`src/rtl/mult_div_unit_pkg.sv`:
```
// mult_div_unit_pkg: shared opcode and FSM state encodings for the multiply/divide unit.
package mult_div_unit_pkg;
   localparam logic [1:0] OP_MULT  = 2'b00;
   localparam logic [1:0] OP_MULTU = 2'b01;
   localparam logic [1:0] OP_DIV   = 2'b10;
   localparam logic [1:0] OP_DIVU  = 2'b11;
   localparam logic [1:0] ST_IDLE  = 2'd0;
   localparam logic [1:0] ST_RUN   = 2'd1;
   localparam logic [1:0] ST_FIX   = 2'd2;
   function automatic logic op_is_signed(input logic [1:0] op);
      return ~op[0];
   endfunction
   function automatic logic op_is_div(input logic [1:0] op);
      return op[1];
   endfunction
endpackage

```
`src/rtl/mult_div_unit_step.sv`:
```
// mult_div_unit_step: one radix-2 iteration, shift-add multiply or restoring shift-subtract divide.
module mult_div_unit_step #(
   parameter int W = 32
) (
   input  logic [W-1:0] acc_hi,
   input  logic [W-1:0] acc_lo,
   input  logic [W-1:0] operand,
   input  logic         is_div,
   output logic [W-1:0] next_hi,
   output logic [W-1:0] next_lo
);
   logic [W:0] sum, shifted, diff;
   // Multiply consumes the multiplier from acc_lo LSB-first; divide shifts quotient bits into acc_lo.
   always_comb begin
      sum     = acc_lo[0] ? {1'b0, acc_hi} + {1'b0, operand} : {1'b0, acc_hi};
      shifted = {acc_hi, acc_lo[W-1]};
      diff    = shifted - {1'b0, operand};
      next_hi = is_div ? (diff[W] ? shifted[W-1:0] : diff[W-1:0]) : sum[W:1];
      next_lo = is_div ? {acc_lo[W-2:0], ~diff[W]} : {sum[0], acc_lo[W-1:1]};
   end
endmodule

```
`src/rtl/mult_div_unit.sv`:
```
// mult_div_unit: iterative 33-cycle MULT/MULTU/DIV/DIVU engine owning the architectural HI/LO registers.
module mult_div_unit
   import mult_div_unit_pkg::*;
#(
   parameter int DATA_WIDTH = 32
) (
   input  logic                  clk,
   input  logic                  reset,
   input  logic                  start,
   input  logic [1:0]            op,
   input  logic [DATA_WIDTH-1:0] operand_a,
   input  logic [DATA_WIDTH-1:0] operand_b,
   input  logic                  hi_we,
   input  logic                  lo_we,
   input  logic [DATA_WIDTH-1:0] wdata,
   output logic [DATA_WIDTH-1:0] hi,
   output logic [DATA_WIDTH-1:0] lo,
   output logic                  busy,
   output logic                  done,
   output logic                  div_by_zero
);
   localparam int W  = DATA_WIDTH;
   localparam int CW = $clog2(W);
   logic [1:0]    state, op_q;
   logic [CW-1:0] cnt;
   logic          neg_q, neg_rem_q, zero_q, a_neg, b_neg;
   logic [W-1:0]  acc_hi, acc_lo, opnd_q, a_q, step_hi, step_lo, abs_a, abs_b, res_hi, res_lo;
   logic [2*W-1:0] prod;
   assign busy  = state != ST_IDLE;
   assign a_neg = op_is_signed(op) & operand_a[W-1];
   assign b_neg = op_is_signed(op) & operand_b[W-1];
   assign abs_a = a_neg ? -operand_a : operand_a;
   assign abs_b = b_neg ? -operand_b : operand_b;
   mult_div_unit_step #(.W(W)) u_step (
      .acc_hi  (acc_hi),
      .acc_lo  (acc_lo),
      .operand (opnd_q),
      .is_div  (op_is_div(op_q)),
      .next_hi (step_hi),
      .next_lo (step_lo)
   );
   // Divide by zero bypasses sign fixing and reports the original dividend as the remainder.
   always_comb begin
      prod   = neg_q ? -{acc_hi, acc_lo} : {acc_hi, acc_lo};
      res_hi = !op_is_div(op_q) ? prod[2*W-1:W] : zero_q ? a_q : neg_rem_q ? -acc_hi : acc_hi;
      res_lo = !op_is_div(op_q) ? prod[W-1:0] : zero_q ? '1 : neg_q ? -acc_lo : acc_lo;
   end
   always_ff @(posedge clk or negedge reset) begin
      if (!reset) begin
         state       <= ST_IDLE;
         op_q        <= '0;
         cnt         <= '0;
         neg_q       <= 1'b0;
         neg_rem_q   <= 1'b0;
         zero_q      <= 1'b0;
         acc_hi      <= '0;
         acc_lo      <= '0;
         opnd_q      <= '0;
         a_q         <= '0;
         hi          <= '0;
         lo          <= '0;
         done        <= 1'b0;
         div_by_zero <= 1'b0;
      end else begin
         done        <= state == ST_FIX;
         div_by_zero <= state == ST_FIX && zero_q;
         if (state == ST_IDLE) begin
            if (hi_we) hi <= wdata;
            if (lo_we) lo <= wdata;
            if (start) begin
               state     <= ST_RUN;
               op_q      <= op;
               cnt       <= '0;
               neg_q     <= a_neg ^ b_neg;
               neg_rem_q <= a_neg;
               zero_q    <= op_is_div(op) && operand_b == '0;
               acc_hi    <= '0;
               acc_lo    <= abs_a;
               opnd_q    <= abs_b;
               a_q       <= operand_a;
            end
         end else if (state == ST_RUN) begin
            acc_hi <= step_hi;
            acc_lo <= step_lo;
            cnt    <= cnt + 1'b1;
            if (cnt == CW'(W - 1)) state <= ST_FIX;
         end else begin
            hi    <= res_hi;
            lo    <= res_lo;
            state <= ST_IDLE;
         end
      end
   end
endmodule
```
`config.mk`:
```
export PLATFORM = sky130hd
export DESIGN_NAME = mult_div_unit
export DESIGN_NICKNAME = d
export VERILOG_FILES = /design/src/rtl/mult_div_unit_pkg.sv /design/src/rtl/mult_div_unit_step.sv /design/src/rtl/mult_div_unit.sv
export SDC_FILE = /design/constraint.sdc
export NUM_CORES = 1
export LEC_CHECK = 0
export CAP_MARGIN = 20
export CORE_ASPECT_RATIO = 2
export CORE_MARGIN = 2
export CORE_UTILIZATION = 40
export CTS_CLUSTER_DIAMETER = 100
export CTS_CLUSTER_SIZE = 25
export DETAILED_ROUTE_END_ITERATION = 6
export MAX_ROUTING_LAYER = met4
export PLACE_DENSITY = 0.71
export SLEW_MARGIN = 5
export SYNTH_ARGS = -nofsm -noshare
export SYNTH_HDL_FRONTEND = slang
export SYNTH_SLANG_ARGS = --single-unit
export TNS_END_PERCENT = 1
```
`constraint.sdc`:
```
create_clock -name clk -period 6.45 [get_ports clk]
set_input_delay 0.9675 -clock clk [delete_from_list [all_inputs] [get_ports clk]]
set_output_delay 0.9675 -clock clk [all_outputs]
set_load 0.01 [all_outputs]
```
==> out/summary.txt, run 1 <==
==================================================================================================
Via count ...........................................................................        16474
Cell at the root of the clock tree .................................................. sky130_fd_sc_hd__clkbuf_16
Period Utilization, post-route ......................................................        75.4%
Worst-case register-to-register setup slack .........................................      1580 ps
Overflow left after global routing ..................................................            0
Sequential-to-total area share from yosys stat ......................................        30.7%
Warnings from Yosys .................................................................            0
Main area contributors after synthesis .............................................. sky130_fd_sc_hd__dfrtp_1 (31%), sky130_fd_sc_hd__nand2_1 (7.7%), sky130_fd_sc_hd__o21ai_0 (7.0%)
Type of the worst setup path ........................................................ flip-flop to flip-flop
Buffer count from post-CTS setup fixing .............................................            0
Maximum number of buffers from clock root to sink ...................................            3
Share of total power consumed by net switching ......................................        52.0%
Syn avg cell area ...................................................................     7.68 um2
Number of nets in the final layout ..................................................         2404
Max Transition Viols Final ..........................................................            0
Filler cell count in the final layout ...............................................         4107
Routed WL ...........................................................................     58800 um
Worst Max-Slew Pin Slew .............................................................      1090 ps
GRT Overall Usage ...................................................................        27.5%
Vert. Die Dim .......................................................................       293 um
Number of vias per cell after detailed routing ......................................         5.96
Number of enable-type register cells in the synthesized netlist .....................            0
End of the worst hold path ..........................................................      a_q[20]
Data arrival at the endpoint of the critical path ...................................      5250 ps
Final non-filler cell area ..........................................................   0.0191 mm2
Status .............................................................................. complete, no violations
Antenna diode count .................................................................            0
First-pass iteration count of the detailed router ...................................            5
Antenna Violating Nets Remaining ....................................................            0
Instance count of the mapped netlist ................................................         2174
Max-cap violation count .............................................................            0
Hold/Removal Path Class ............................................................. flip-flop to flip-flop
Placer congestion estimate ..........................................................         1.02
Clock power frac ....................................................................         7.7%
Overall die area ....................................................................   0.0435 mm2
Startpoint kind of the worst setup timing path ......................................    flip-flop
Share of synthesized registers carrying an async set or reset .......................         100%
Post-DP Area ........................................................................   0.0187 mm2
Count of distinct cell types in the synthesized netlist .............................           77
Sink count of the clock tree ........................................................          205
Worst reg2reg path depth ............................................................           12
Post-synthesis cell area ............................................................   0.0167 mm2
Worst slew margin relative to its limit .............................................        26.8%
Largest voltage drop on the vdd net .................................................   0.000226 V
Endpoint of the worst register-to-register path .....................................   acc_hi[25]
Pin count of the biggest net entering global routing ................................          114
Total leakage power .................................................................      7.82 nW
Port Buffers ........................................................................          169
Syn-to-layout area delta ............................................................        14.6%
Number of antenna violations at the first check in global routing ...................            0
Fraction of final layout cells sized beyond drive strength 1 ........................        3.18%
DRC violations left .................................................................            0
Critical path data required time ....................................................      6830 ps
Max Clock Freq ......................................................................    0.205 GHz
Worst r2r src .......................................................................   acc_lo[31]
Fraction of synthesized cell area taken by the top area cell type ...................        30.7%
Unrepaired setup endpoints after global routing .....................................        false
First-pass GRT wire length ..........................................................     91600 um
Switching Power .....................................................................      6.02 mW
Core Box Area .......................................................................   0.0411 mm2
Clock buffers created by TritonCTS ..................................................           12
Number of violations reported at the end of detailed-routing iteration 0 ............         1086
Minimum period implied by the final worst setup slack ...............................      4870 ps
Number of endpoints with negative hold slack in the final report ....................            0
Area of combinational cells with multiple inputs ....................................   0.0107 mm2
Count of standard-cell rows .........................................................          105
Initial core utilization ............................................................        40.6%
Total area of sequential cells ......................................................  0.00513 mm2
#FFs+latches synth ..................................................................          205
Routed length per instance ..........................................................      21.2 um
Level count of the clock H-tree .....................................................            1
Worst Hold Depth ....................................................................            2
CP Capture Type .....................................................................    flip-flop
Primary FF master, synth ............................................................ sky130_fd_sc_hd__dfrtp_1
Total Negative Setup Slacks .........................................................         0 ps
Combinational Power Share ...........................................................        68.1%
Via count of the first global-routing pass ..........................................        16446
Clock tree from TritonCTS ...........................................................         done
HPWL Detailed .......................................................................     45300 um
Sequential group share of total power ...............................................        24.2%
Clock transition time at the flip-flop clock pins of the worst setup and hold paths .       100 ps
Post-route clock skew ...............................................................      34.0 ps
Design internal power ...............................................................      5.56 mW
Crit Path Max Fanout ................................................................           17
Hold Crit Start .....................................................................      a_q[20]
Post-synth net total ................................................................         2349
Areal power density over the cells ..................................................   606 mW/mm2
CTS hold repair buffers .............................................................            0
Cell accounting for the most synthesized area ....................................... sky130_fd_sc_hd__dfrtp_1
Count of final setup violators ......................................................            0
Number of resized instances in the post-cts repair step .............................            0
Horiz. Die Dim ......................................................................       148 um
I/O pin count .......................................................................          170
Clock latency of the later-clocked register in the worst-skew pair ..................       510 ps
==================================================================================================
==> kinds of logic after synthesis <==
family	Yosys count	synth area share, %
AOI/OAI and AO/OA	708	25.9
xor gates and xnor gates	182	9.55
adders and majority gates	72	5.49
buffers and inverters	232	5.32
DFF	205	30.7
muxes	62	3.74
and+or+nand+nor	713	19.2
==> cells in the mapped netlist, types with 21 or more instances <==
master                       n
sky130_fd_sc_hd__a21o_1     26
sky130_fd_sc_hd__nand2b_1   30
sky130_fd_sc_hd__nor3_1     44
sky130_fd_sc_hd__a21oi_1   187
sky130_fd_sc_hd__o211ai_1   28
sky130_fd_sc_hd__ha_1       70
sky130_fd_sc_hd__clkbuf_1  138
sky130_fd_sc_hd__xnor2_1   111
sky130_fd_sc_hd__dfrtp_1   205
sky130_fd_sc_hd__inv_1      69
sky130_fd_sc_hd__xor2_1     71
sky130_fd_sc_hd__or3_1      21
sky130_fd_sc_hd__nand3_1    25
sky130_fd_sc_hd__nand2_1   342
sky130_fd_sc_hd__a31oi_1    31
sky130_fd_sc_hd__mux2i_1    59
sky130_fd_sc_hd__o31ai_1    30
sky130_fd_sc_hd__o21ai_0   232
sky130_fd_sc_hd__o22ai_1    37
sky130_fd_sc_hd__nor2_1    154
sky130_fd_sc_hd__a211oi_1   23
==> final cells by class <==
| cell class | count | share of cell area [%] |
|---|---|---|
| multi-input cells | 1737 | 56.1 |
| flip-flops and latches | 205 | 26.9 |
| repair buffers | 200 | 10.1 |
| well taps | 535 | 3.50 |
| clock buffers | 14 | 1.72 |
| inverters | 73 | 1.43 |
| clock inverters | 2 | 0.242 |
==> layout by cell type (no fill, tap or decap), types with 11 or more instances in the layout <==
| master | count |
|---|---|
| sky130_fd_sc_hd__nor3_1 | 44 |
| sky130_fd_sc_hd__nand2b_1 | 30 |
| sky130_fd_sc_hd__nand3_1 | 25 |
| sky130_fd_sc_hd__o41ai_1 | 18 |
| sky130_fd_sc_hd__nor4_1 | 14 |
| sky130_fd_sc_hd__and3_1 | 11 |
| sky130_fd_sc_hd__buf_4 | 30 |
| sky130_fd_sc_hd__a31oi_1 | 31 |
| sky130_fd_sc_hd__nor2_1 | 152 |
| sky130_fd_sc_hd__xnor2_1 | 110 |
| sky130_fd_sc_hd__or4_1 | 20 |
| sky130_fd_sc_hd__inv_1 | 69 |
| sky130_fd_sc_hd__nand2_1 | 342 |
| sky130_fd_sc_hd__mux2i_1 | 59 |
| sky130_fd_sc_hd__o22ai_1 | 37 |
| sky130_fd_sc_hd__o21ai_0 | 232 |
| sky130_fd_sc_hd__o221ai_1 | 17 |
| sky130_fd_sc_hd__dfrtp_1 | 203 |
| sky130_fd_sc_hd__ha_1 | 70 |
| sky130_fd_sc_hd__clkdlybuf4s50_1 | 168 |
| sky130_fd_sc_hd__a211oi_1 | 23 |
| sky130_fd_sc_hd__o31ai_1 | 30 |
| sky130_fd_sc_hd__a21oi_1 | 185 |
| sky130_fd_sc_hd__clkbuf_16 | 13 |
| sky130_fd_sc_hd__o211ai_1 | 28 |
| sky130_fd_sc_hd__nand4_1 | 13 |
| sky130_fd_sc_hd__xor2_1 | 70 |
| sky130_fd_sc_hd__a21o_1 | 26 |
| sky130_fd_sc_hd__or3_1 | 21 |
==> worst max path at each step <==
stage | cells after the start | slack [ps] | end | from
after CTS | 12 | 1620 | acc_hi[25] | acc_lo[31]
after detailed placement | 10 | 1530 | acc_lo[23] | operand_a[4]
after global placement | 10 | 1600 | acc_lo[27] | operand_a[4]
final | 12 | 1580 | acc_hi[25] | acc_lo[31]
after global routing | 12 | 1420 | acc_hi[24] | acc_lo[31]
after floorplan | 14 | 2890 | hi[20] | acc_hi[1]
==> flip-flops by register name, indices dropped and copies added, names as in the netlist <==
register / count
neg_q: 1
div_by_zero: 1
opnd_q: 32
cnt: 5
a_q: 32
acc_lo: 32
hi: 32
done: 1
state: 2
op_q: 1
acc_hi: 32
neg_rem_q: 1
lo: 32
zero_q: 1
==> layer usage <==
metal | track usage, % | routed length [um] | vias to the layer above
met2 | 51.2 | 31500 | 602
met3 | 1.96 | 2460 | 199
met4 | 16.5 | 4030 | 0
li1 | - | - | 7885
met5 | - | 0 | -
met1 | 27.7 | 20800 | 7788
==> worst max-delay path, cell delays in order, from the launching register on <==
cell and delay (ps):
sky130_fd_sc_hd__dfrtp_1 480, sky130_fd_sc_hd__inv_1 190, sky130_fd_sc_hd__ha_1 290, sky130_fd_sc_hd__fa_1 390
sky130_fd_sc_hd__nand2b_1 180, sky130_fd_sc_hd__a21oi_1 240, sky130_fd_sc_hd__o2111a_1 290, sky130_fd_sc_hd__o21bai_1 250
sky130_fd_sc_hd__o311ai_0 920, sky130_fd_sc_hd__xor2_2 850, sky130_fd_sc_hd__mux2_2 420, sky130_fd_sc_hd__o21ai_0 150
sky130_fd_sc_hd__a32oi_1 80
==> stage by stage <==
| stage | hold slack (ps) | std cells | util [%] | worst slack, ps | power (mW) |
|---|---|---|---|---|---|
| after detailed placement | 459 | 2750 | 45.6 | 1530 | 10.6 |
| after global routing | 497 | 2766 | 46.5 | 1420 | 12.6 |
| after floorplan | 440 | 2174 | - | 2890 | 8.17 |
| final | 480 | 2766 | 46.5 | 1580 | 11.6 |
| after global placement | 455 | 2750 | 45.6 | 1600 | 10.4 |
| after CTS | 484 | 2766 | 46.5 | 1620 | 11.5 |
==> power by group through the flow <==
stage | combinational, mW | sequential, mW | clock, mW
finish | 7.89 | 2.80 | 0.896
global route | 8.73 | 2.89 | 0.953
global placement | 7.66 | 2.79 | 0
CTS | 7.82 | 2.79 | 0.912
floorplan | 5.77 | 2.40 | 0
detailed placement | 7.79 | 2.81 | 0
Power figures use the tool's default switching activity.
==> inputs of run 2 (changes only) <==
--- a/config.mk
+++ b/config.mk
@@ -13,7 +13,7 @@
 export CTS_CLUSTER_SIZE = 25
 export DETAILED_ROUTE_END_ITERATION = 6
 export MAX_ROUTING_LAYER = met4
-export PLACE_DENSITY = 0.71
+export PLACE_DENSITY = 0.73
 export SLEW_MARGIN = 5
 export SYNTH_ARGS = -nofsm -noshare
 export SYNTH_HDL_FRONTEND = slang
==> constraint.sdc (replaced) <==
create_clock -name clk -period 4.25 [get_ports clk]
set_input_delay 0.6375 -clock clk [delete_from_list [all_inputs] [get_ports clk]]
set_output_delay 0.6375 -clock clk [all_outputs]
set_load 0.01 [all_outputs]
==> run 2 against run 1 <==
Cell count grew 1.5%. Routed wire length rose by 12%. Clock-buffer cell count shrank 1. Highest routed layer unchanged. Setup slack worse by 1200 ps. Power grew 58%. Fmax rose by 26%. Global-route usage up 3.1 points. Clock skew is 8.6 ps higher. Register-to-register slack worse by 1200 ps. Sequential share of layout area is 0.44 points lower. Critical path depth is 2 higher. Via count up 2.8%.
==> out/summary.txt, run 2 (synthesized netlist as in run 1, its figures left out) <==
==================================================================================================
Total leakage power .................................................................      8.02 nW
Core Box Area .......................................................................   0.0411 mm2
Syn-to-layout area delta ............................................................        16.5%
Antenna Violating Nets Remaining ....................................................            0
Data arrival at the endpoint of the critical path ...................................      4250 ps
Maximum number of buffers from clock root to sink ...................................            3
Type of the worst setup path ........................................................ flip-flop to flip-flop
Overflow left after global routing ..................................................            0
Fraction of final layout cells sized beyond drive strength 1 ........................        4.84%
Critical path data required time ....................................................      4640 ps
Total placed cells including tap cells ..............................................         2791
Number of antenna violations at the first check in global routing ...................            3
Post-route clock skew ...............................................................      42.7 ps
Minimum period implied by the final worst setup slack ...............................      3860 ps
Clock buffers created by TritonCTS ..................................................           12
Buffers & Inverters on Critical Path ................................................            3
Family with the most delay on the worst path ........................................ compound AO/OA/AOI/OAI gates
Number of violations reported at the end of detailed-routing iteration 0 ............         1166
Unrepaired setup endpoints after global routing .....................................        false
Cells along the critical path ....................................................... inv_1 -> ha_1 -> fa_1 -> nand2b_1 -> a21oi_1 -> o2111a_1 -> o21bai_1 -> o311ai_0 -> buf_4 -> xor2_1 -> buf_12 -> mux2_2 -> o21ai_0 -> a21oi_1
First-pass GRT wire length ..........................................................     99100 um
Level count of the clock H-tree .....................................................            1
HPWL Detailed .......................................................................     51900 um
Worst r2r src .......................................................................   acc_lo[31]
Status .............................................................................. complete, no violations
Overall die area ....................................................................   0.0435 mm2
GRT Overall Usage ...................................................................        30.6%
Count of standard-cell rows .........................................................          105
Cell at the root of the clock tree .................................................. sky130_fd_sc_hd__clkbuf_16
Worst slew margin relative to its limit .............................................        39.2%
Via count of the first global-routing pass ..........................................        16664
Worst reg2reg path depth ............................................................           14
Max Transition Viols Final ..........................................................            0
Max-cap violation count .............................................................            0
Count of final setup violators ......................................................            0
Number of endpoints with negative hold slack in the final report ....................            0
Hold/Removal Path Class ............................................................. input port to async pin
Commonest non-fill, non-tap cell in the layout ...................................... sky130_fd_sc_hd__nand2_1
First-pass iteration count of the detailed router ...................................            7
I/O pin count .......................................................................          170
Cell mode on critical path .......................................................... sky130_fd_sc_hd__a21oi_1
Number of resized instances in the post-cts repair step .............................            0
Number of standard cells in the layout, taps in and fillers out .....................         2808
Port Buffers ........................................................................          169
Final Util ..........................................................................        47.3%
DRC violations left .................................................................            0
Buffer count from post-CTS setup fixing .............................................            0
Filler cell count in the final layout ...............................................         4075
Clock transition time at the flip-flop clock pins of the worst setup and hold paths .       110 ps
Clock tree from TritonCTS ...........................................................         done
CP Capture Type .....................................................................    flip-flop
Vert. Die Dim .......................................................................       293 um
Sink count of the clock tree ........................................................          205
Most used cells in the layout excluding fill and tap cells .......................... sky130_fd_sc_hd__nand2_1 (342), sky130_fd_sc_hd__o21ai_0 (232), sky130_fd_sc_hd__dfrtp_1 (203)
Total Negative Setup Slacks .........................................................         0 ps
Routed length per instance ..........................................................      23.4 um
Horiz. Die Dim ......................................................................       148 um
Crit Path Max Fanout ................................................................           17
Via count ...........................................................................        16941
Pin count of the biggest net entering global routing ................................           81
CTS hold repair buffers .............................................................            0
Endpoint of the worst register-to-register path .....................................   acc_hi[24]
Largest voltage drop on the vdd net .................................................   0.000404 V
Startpoint kind of the worst setup timing path ......................................    flip-flop
Number of vias per cell after detailed routing ......................................         6.03
Routed WL ...........................................................................     65600 um
Placer congestion estimate ..........................................................         1.09
Initial core utilization ............................................................        40.6%
Worst Max-Slew Pin Slew .............................................................       887 ps
Max Clock Freq ......................................................................    0.259 GHz
Areal power density over the cells ..................................................   939 mW/mm2
Worst-case register-to-register setup slack .........................................       390 ps
Standard cell with the maximum stage delay on the critical path ..................... sky130_fd_sc_hd__o311ai_0
Clock latency of the later-clocked register in the worst-skew pair ..................       530 ps
Crit-path max cell delay ............................................................       380 ps
Number of nets in the final layout ..................................................         2445
Period Utilization, post-route ......................................................        90.9%
==================================================================================================
[run 2: changes by cell type in the layout (fill, tap and decap cells not counted), sizes merged]
cell / before / now
buf: 31 / 72
clkbuf: 15 / 14
clkinv: 3 / 4
diode: 0 / 2
bufinv: 1 / 0
[run 2: layout make-up]
type                    count  area (um2)  area share (%)
well taps                 535         669            3.44
multi-input cells        1737       10700            55.1
clock buffers              13         304            1.56
inverters                  73         274            1.41
clock inverters             2        36.3           0.187
flip-flops and latches    205        5130            26.4
diodes                      2        5.00          0.0257
repair buffers            241        2300            11.8
[run 2: power by group]
| group | internal (mW) | total (mW) | switching (mW) |
|---|---|---|---|
| Sequential | 2.90 | 4.24 | 1.34 |
| Combinational | 5.20 | 12.7 | 7.54 |
| Clock | 0.536 | 1.26 | 0.729 |
[run 2: through the flow]
step	hold slack, ps	area (um2)	power [mW]	worst slack, ps
2_1_floorplan	342	16700	12.4	694
3_5_place_dp	469	19100	16.8	412
5_1_grt	131	19400	19.6	131
4_1_cts	121	19400	18.1	446
3_3_place_gp	464	19100	16.5	456
6_report	73.5	19400	18.2	387
[run 2: how the worst max path moves through the flow]
stage,to,startpoint,cells after the start,slack [ps]
3_3_place_gp,acc_lo[23],operand_a[2],10,460
4_1_cts,hi[20],acc_hi[0],11,450
5_1_grt,acc_hi[24],acc_hi[0],13,130
2_1_floorplan,hi[20],acc_hi[1],14,690
6_report,acc_hi[24],acc_lo[31],14,390
3_5_place_dp,acc_lo[23],operand_a[2],10,410
[run 2: routing by layer]
layer / vias to the layer above / GRT usage (%) / part of all wire [%]
li1: 7968 / - / -
met1: 7987 / 28.6 / 33
met2: 741 / 55.3 / 52
met3: 245 / 3.49 / 4.9
met4: 0 / 25.0 / 9.8
met5: - / - / 0
